==> src/rtl/mem_wb_stage_if.sv <==
// EX/MEM-to-MEM/WB bundle: the EX/MEM latch fields plus stall in, the registered write-back fields out.
interface mem_wb_stage_if #(
    parameter int DATA_W = 32
);
    logic              stall;
    logic [DATA_W-1:0] alu_result_in;
    logic [DATA_W-1:0] write_data_in;
    logic [4:0]        write_reg_in;
    logic              mem_read_in;
    logic              mem_write_in;
    logic              mem_to_reg_in;
    logic              reg_write_in;
    logic [DATA_W-1:0] wb_data_out;
    logic [4:0]        wb_reg_out;
    logic              wb_regwrite_out;
    logic              mem_fault_out;
    logic              init_busy_out;

    modport master (
        output stall, alu_result_in, write_data_in, write_reg_in,
               mem_read_in, mem_write_in, mem_to_reg_in, reg_write_in,
        input  wb_data_out, wb_reg_out, wb_regwrite_out, mem_fault_out, init_busy_out
    );

    modport slave (
        input  stall, alu_result_in, write_data_in, write_reg_in,
               mem_read_in, mem_write_in, mem_to_reg_in, reg_write_in,
        output wb_data_out, wb_reg_out, wb_regwrite_out, mem_fault_out, init_busy_out
    );
endinterface

==> src/rtl/mem_wb_stage.sv <==
// MEM stage + MEM/WB register: word RAM with zero-fill after reset, fault detection, write-back select.
// Latency 1 cycle to the WB outputs; stall holds the MEM/WB register and blocks RAM writes.
module mem_wb_stage #(
    parameter int ADDR_W = 6,
    parameter int DATA_W = 32
) (
    input  logic          clk,
    input  logic          reset,
    mem_wb_stage_if.slave bus
);
    localparam int DEPTH = 1 << ADDR_W;

    typedef enum logic {ST_INIT, ST_RUN} state_t;

    state_t              state_q, state_d;
    logic [ADDR_W-1:0]   clr_ptr_q, clr_ptr_d;
    logic [DATA_W-1:0]   ram_q [DEPTH];

    logic [DATA_W-1:0]   wb_data_q, wb_data_d;
    logic [4:0]          wb_reg_q, wb_reg_d;
    logic                wb_regwrite_q, wb_regwrite_d;
    logic                mem_fault_q, mem_fault_d;

    logic [ADDR_W-1:0]   word_idx;
    logic                access;
    logic                fault;
    logic                store_ok;
    logic [DATA_W-1:0]   load_data;
    logic                ram_we;
    logic [ADDR_W-1:0]   ram_waddr;
    logic [DATA_W-1:0]   ram_wdata;

    assign word_idx = bus.alu_result_in[ADDR_W+1:2];
    assign access   = bus.mem_read_in | bus.mem_write_in;
    assign fault    = access && ((bus.alu_result_in[1:0] != 2'b00) ||
                                 (bus.alu_result_in[DATA_W-1:ADDR_W+2] != '0));

    always_comb begin
        state_d       = state_q;
        clr_ptr_d     = clr_ptr_q;
        wb_data_d     = wb_data_q;
        wb_reg_d      = wb_reg_q;
        wb_regwrite_d = wb_regwrite_q;
        mem_fault_d   = mem_fault_q;
        store_ok      = 1'b0;
        load_data     = '0;
        ram_we        = 1'b0;
        ram_waddr     = clr_ptr_q;
        ram_wdata     = '0;

        case (state_q)
            ST_INIT: begin
                // Zero one word per cycle; the pipeline sees bubbles until the fill completes.
                ram_we        = 1'b1;
                clr_ptr_d     = clr_ptr_q + ADDR_W'(1);
                wb_data_d     = '0;
                wb_reg_d      = '0;
                wb_regwrite_d = 1'b0;
                mem_fault_d   = 1'b0;
                if (&clr_ptr_q) begin
                    state_d = ST_RUN;
                end
            end
            default: begin
                store_ok  = bus.mem_write_in && !fault && !bus.stall;
                ram_we    = store_ok;
                ram_waddr = word_idx;
                ram_wdata = bus.write_data_in;
                // Write-first: a same-cycle store to the loaded word forwards its data.
                if (!fault) begin
                    load_data = store_ok ? bus.write_data_in : ram_q[word_idx];
                end
                if (!bus.stall) begin
                    wb_data_d     = bus.mem_to_reg_in ? load_data : bus.alu_result_in;
                    wb_reg_d      = bus.write_reg_in;
                    wb_regwrite_d = bus.reg_write_in && !(fault && bus.mem_read_in);
                    mem_fault_d   = fault;
                end
            end
        endcase
    end

    always_ff @(posedge clk) begin
        if (reset) begin
            state_q       <= ST_INIT;
            clr_ptr_q     <= '0;
            wb_data_q     <= '0;
            wb_reg_q      <= '0;
            wb_regwrite_q <= 1'b0;
            mem_fault_q   <= 1'b0;
        end else begin
            state_q       <= state_d;
            clr_ptr_q     <= clr_ptr_d;
            wb_data_q     <= wb_data_d;
            wb_reg_q      <= wb_reg_d;
            wb_regwrite_q <= wb_regwrite_d;
            mem_fault_q   <= mem_fault_d;
        end
    end

    always_ff @(posedge clk) begin
        if (ram_we && !reset) begin
            ram_q[ram_waddr] <= ram_wdata;
        end
    end

    assign bus.wb_data_out     = wb_data_q;
    assign bus.wb_reg_out      = wb_reg_q;
    assign bus.wb_regwrite_out = wb_regwrite_q;
    assign bus.mem_fault_out   = mem_fault_q;
    assign bus.init_busy_out   = (state_q == ST_INIT);
endmodule

==> src/flat_wrapper.sv <==
// flat-port wrapper written by rule: the top's interface ports become plain ports
module mem_wb_stage_flat 
#(
    parameter int ADDR_W = 6,
    parameter int DATA_W = 32
)
  (clk, reset, bus_stall, bus_alu_result_in, bus_write_data_in, bus_write_reg_in, bus_mem_read_in, bus_mem_write_in, bus_mem_to_reg_in, bus_reg_write_in, bus_wb_data_out, bus_wb_reg_out, bus_wb_regwrite_out, bus_mem_fault_out, bus_init_busy_out);
  mem_wb_stage_if #(.DATA_W(DATA_W)) bus_i ();
  input  logic clk;
  input  logic reset;
  input wire logic [$bits(bus_i.stall)-1:0] bus_stall;
  input wire logic [$bits(bus_i.alu_result_in)-1:0] bus_alu_result_in;
  input wire logic [$bits(bus_i.write_data_in)-1:0] bus_write_data_in;
  input wire logic [$bits(bus_i.write_reg_in)-1:0] bus_write_reg_in;
  input wire logic [$bits(bus_i.mem_read_in)-1:0] bus_mem_read_in;
  input wire logic [$bits(bus_i.mem_write_in)-1:0] bus_mem_write_in;
  input wire logic [$bits(bus_i.mem_to_reg_in)-1:0] bus_mem_to_reg_in;
  input wire logic [$bits(bus_i.reg_write_in)-1:0] bus_reg_write_in;
  output wire logic [$bits(bus_i.wb_data_out)-1:0] bus_wb_data_out;
  output wire logic [$bits(bus_i.wb_reg_out)-1:0] bus_wb_reg_out;
  output wire logic [$bits(bus_i.wb_regwrite_out)-1:0] bus_wb_regwrite_out;
  output wire logic [$bits(bus_i.mem_fault_out)-1:0] bus_mem_fault_out;
  output wire logic [$bits(bus_i.init_busy_out)-1:0] bus_init_busy_out;
  assign bus_i.stall = bus_stall;
  assign bus_i.alu_result_in = bus_alu_result_in;
  assign bus_i.write_data_in = bus_write_data_in;
  assign bus_i.write_reg_in = bus_write_reg_in;
  assign bus_i.mem_read_in = bus_mem_read_in;
  assign bus_i.mem_write_in = bus_mem_write_in;
  assign bus_i.mem_to_reg_in = bus_mem_to_reg_in;
  assign bus_i.reg_write_in = bus_reg_write_in;
  assign bus_wb_data_out = bus_i.wb_data_out;
  assign bus_wb_reg_out = bus_i.wb_reg_out;
  assign bus_wb_regwrite_out = bus_i.wb_regwrite_out;
  assign bus_mem_fault_out = bus_i.mem_fault_out;
  assign bus_init_busy_out = bus_i.init_busy_out;
  mem_wb_stage #(.ADDR_W(ADDR_W), .DATA_W(DATA_W)) u_core (.clk(clk), .reset(reset), .bus(bus_i));
endmodule
==> config.mk <==
export PLATFORM = sky130hd
export DESIGN_NAME = mem_wb_stage_flat
export DESIGN_NICKNAME = d
export VERILOG_FILES = /design/src/rtl/mem_wb_stage_if.sv /design/src/rtl/mem_wb_stage.sv /design/src/flat_wrapper.sv
export SDC_FILE = /design/constraint.sdc
export NUM_CORES = 2
export LEC_CHECK = 0
export CORE_ASPECT_RATIO = 1.75
export CORE_MARGIN = 3
export CORE_UTILIZATION = 35
export DETAILED_ROUTE_END_ITERATION = 6
export MAX_ROUTING_LAYER = met4
export PLACE_DENSITY = 0.51
export RECOVER_POWER = 50
export REMOVE_ABC_BUFFERS = 1
export SLEW_MARGIN = 40
export SYNTH_ARGS = -nofsm -noshare
export SYNTH_HDL_FRONTEND = slang
export SYNTH_SLANG_ARGS = --single-unit
==> constraint.sdc <==
create_clock -name clk -period 9.7 [get_ports clk]
set_input_delay 0.97 -clock clk [delete_from_list [all_inputs] [get_ports clk]]
set_output_delay 0.97 -clock clk [all_outputs]
set_load 0.02 [all_outputs]
==> impl_results.md <==
* Num CTS Buffers at slightly below 200
* P_leak at about 0.034 uW
* Post-Place Cells at 7225
* Antenna Violating Nets Remaining at 0
* Status: finished with violations
* Number of port buffers at between 100 and 150
* Synth Area in Simple Gates at 0.0262
* H-tree depth at 4
* IO Count at 116
* Synthesized flop and latch total at 2094
* FF+latch area at about 0.062 mm2
* DRT Wirelength at around 270 mm
* Cell Pwr Density at ~190 mW/mm2
* Fraction of layout cells with a size suffix above 1 at 0.211
* Cell count after synthesis at around 4100
* CTS clock-pin slew for the worst setup and hold paths at approximately 60 ps
* RSZ-0062 raised after global routing: false
* Vias per cell at between 5 and 6
* Max Cap Viol at 56
* Router iterations before antenna repair at 5
* Postcts setup bufs at 0
* Area contributors post-synth: edfxtp_1, mux4_2, mux2i_1
* Die footprint at 0.241 mm2
* First-pass GRT wire length at between 300 and 400 mm
* Crit path buffers/inverters at 2
* Clk_lat worst skew at about 840 ps
* Synthesis warning total at 0
* Largest family of logic cells by synthesized area: multiplexers
* Synth area leader: edfxtp_1
* Setup TNS Final at 0 ps
* Crit Reg-Reg Endpoint: u_core.ram_q[36][15]$_DFFE_PP_
* Adder and majority gate portion of the synthesized area at 0.000152
* Clock Tree Root: clkbuf_16
* Worst hold path class: register to register
* Cell area after synthesis at approximately 0.082 mm2
* Final setup vio count at 0
* Rows at ~230
* Synth Area in Compound Gates at 0.0476
* Required time of the critical path at about 10000 ps
* Fin. Hold Viols at 0
* Post-CTS resize count at 0
* Top cell by count, worst path: clkbuf_1
* Crit path max-delay family: buffers and inverters
* Tot Pwr at around 18000 uW
* Fin cells at about 7600
* Sequential area share after synthesis at 0.758
* Top FF cell, synth: edfxtp_1
* Cell depth of the worst flop-to-flop path at 3
* Top-count cell post-synth: edfxtp_1
* VDD IR max at between 0.1 and 0.15 mV
* Post-synth ARST share at 0
* Final period util at 0.679
* Critical Path Start: u_core.state_q$_SDFF_PP0_
* Max-slew violation count at between 2000 and 2500
* Failing checks: max-capacitance violations, max-slew violations
* Reg2reg start: u_core.state_q$_SDFF_PP0_
* GR Util All Layers at 0.230
* Die Wd at about 370 um
* Vias in the first global route at approximately 43000
* Maximum root-to-sink buffer count at 4
* Post-CTS Hold Fix Bufs at 0
* DP Wirelength at 170 mm
* Wire per inst at ~36 um
* Max Clk Rate at 152 MHz
* Worst Max-Slew Pin Slew at 3910 ps
* Core Area at between 0.2 and 0.25 mm2
* Proportion of synthesized area in mux cells at 0.145
* Min cycle time layout at 6590 ps
* Multi-input logic area at around 0.019 mm2
* Die height at roughly 650 um
* Critical path class: register to register
* Pin count of the biggest net entering global routing at between 80 and 90
* CP Launch Type: register
* Clock Skew at roughly 44 ps
* Synthesis-to-layout area growth at 14.2%
* Xor-xnor portion of the synthesized cell area at 0.000319
* Largest stage delay, worst path at about 1800 ps
* Filler instances at between 20000 and 25000
* Initial DRC count at 4870
* Hold depth at 2
* CTS tree: built
* Via count at about 43000
* Crit path cell chain: clkbuf_1, and2_0, clkbuf_1
* DRC Markers at 0
* CP Data Arrival Time at 6850 ps
* Slew headroom at -1.61
* Crit end category: register
* Hold Path Origin: u_core.bus.wb_regwrite_out$_SDFFE_PP0N_
* Initial Util at 0.353
* Hold Crit Endpoint: u_core.bus.wb_regwrite_out$_SDFFE_PP0N_
* Antenna violations before repair at 24
* CP max-delay cell: clkbuf_1
* Final GP Congestion at slightly above 0.9
* EDFF count, synth at 2048
* CTS sink count at ~2100
* Avg Cell Area, Syn at ~20 um2
* Synth cell count leaders: edfxtp_1, mux2i_1, mux4_2
* Area share of the largest cell type after synthesis at 0.747
* Synth cell types at 70
* Critical path peak fanout at 36
* R2R setup slack at 3110 ps
* Grt ovf at 0
* # nets final at 4441
cell type report:
cell class / instances / area share
clock inverters: 97 / 0.00800
multi-input cells: 1740 / 0.200
clock buffers: 251 / 0.0558
flip-flops and latches: 2094 / 0.664
diodes: 12 / 0.000320
repair buffers: 315 / 0.0304
well taps: 3068 / 0.0408
inverters: 14 / 0.000639
cell usage in the layout, fill, tap and decap left out, types with 77 or more instances in the layout:
cell / instances
clkdlybuf4s50_1: 77
clkbuf_1: 81
o21ai_0: 102
nand2_1: 130
a21oi_1: 79
a221oi_1: 95
mux2i_1: 347
clkbuf_16: 201
edfxtp_1: 2048
mux4_2: 353
buf_4: 132
power by group:
group | internal, uW | total (uW) | switching (uW)
combinational | 250 | 803 | 553
sequential | 9800 | 9810 | 6.34
clock | 4110 | 7460 | 3350
cell families after synthesis:
kind of cell / Yosys count
muxes: 731
adders and majority gates: 1
DFF: 2094
AOI/OAI and AO/OA: 538
buffers and inverters: 261
xor gates and xnor gates: 3
and+or+nand+nor: 467
state kept, by name (all words and copies together), names as in the netlist:
register	count
u_core.bus.mem_fault_out	1
u_core.bus.wb_data_out	32
u_core.bus.wb_reg_out	5
u_core.bus.wb_regwrite_out	1
u_core.clr_ptr_q	6
u_core.ram_q	2048
u_core.state_q	1
worst max path at each step:
| stage | slack, ps | cells after the start | endpoint |
|---|---|---|---|
| 2_1_floorplan | 3750 | 6 | u_core.bus.wb_data_out[18]$_SDFFE_PP0N_ |
| 3_3_place_gp | 2740 | 10 | u_core.ram_q[13][19]$_DFFE_PP_ |
| 3_5_place_dp | 3130 | 10 | u_core.ram_q[61][14]$_DFFE_PP_ |
| 4_1_cts | 4040 | 10 | u_core.ram_q[61][4]$_DFFE_PP_ |
| 5_1_grt | 2840 | 3 | u_core.ram_q[32][2]$_DFFE_PP_ |
| 6_report | 3110 | 3 | u_core.ram_q[36][15]$_DFFE_PP_ |
tightest hold or removal path, delay by kind of cell (launching register included):
family / cells / cell delay, ps
flops: 1 / 310
compound gates: 1 / 50
simple gates: 1 / 50
metrics by stage:
step	instance area (um2)	hold WS [ps]	setup slack (ps)	util
6_report	94000	455	3110	0.403
5_1_grt	94000	493	2840	0.403
4_1_cts	94300	458	4040	0.404
3_5_place_dp	88300	449	3130	0.379
3_3_place_gp	87400	443	2740	0.375
2_1_floorplan	80500	475	3750	-
metal layers:
metal	vias up	track usage	part of all wire
li1	17603	-	-
met1	23334	0.268	0.36
met2	1824	0.392	0.51
met3	469	0.0363	0.066
met4	0	0.101	0.057
met5	-	-	0
Note: power is estimated with default switching activity, not from simulation.
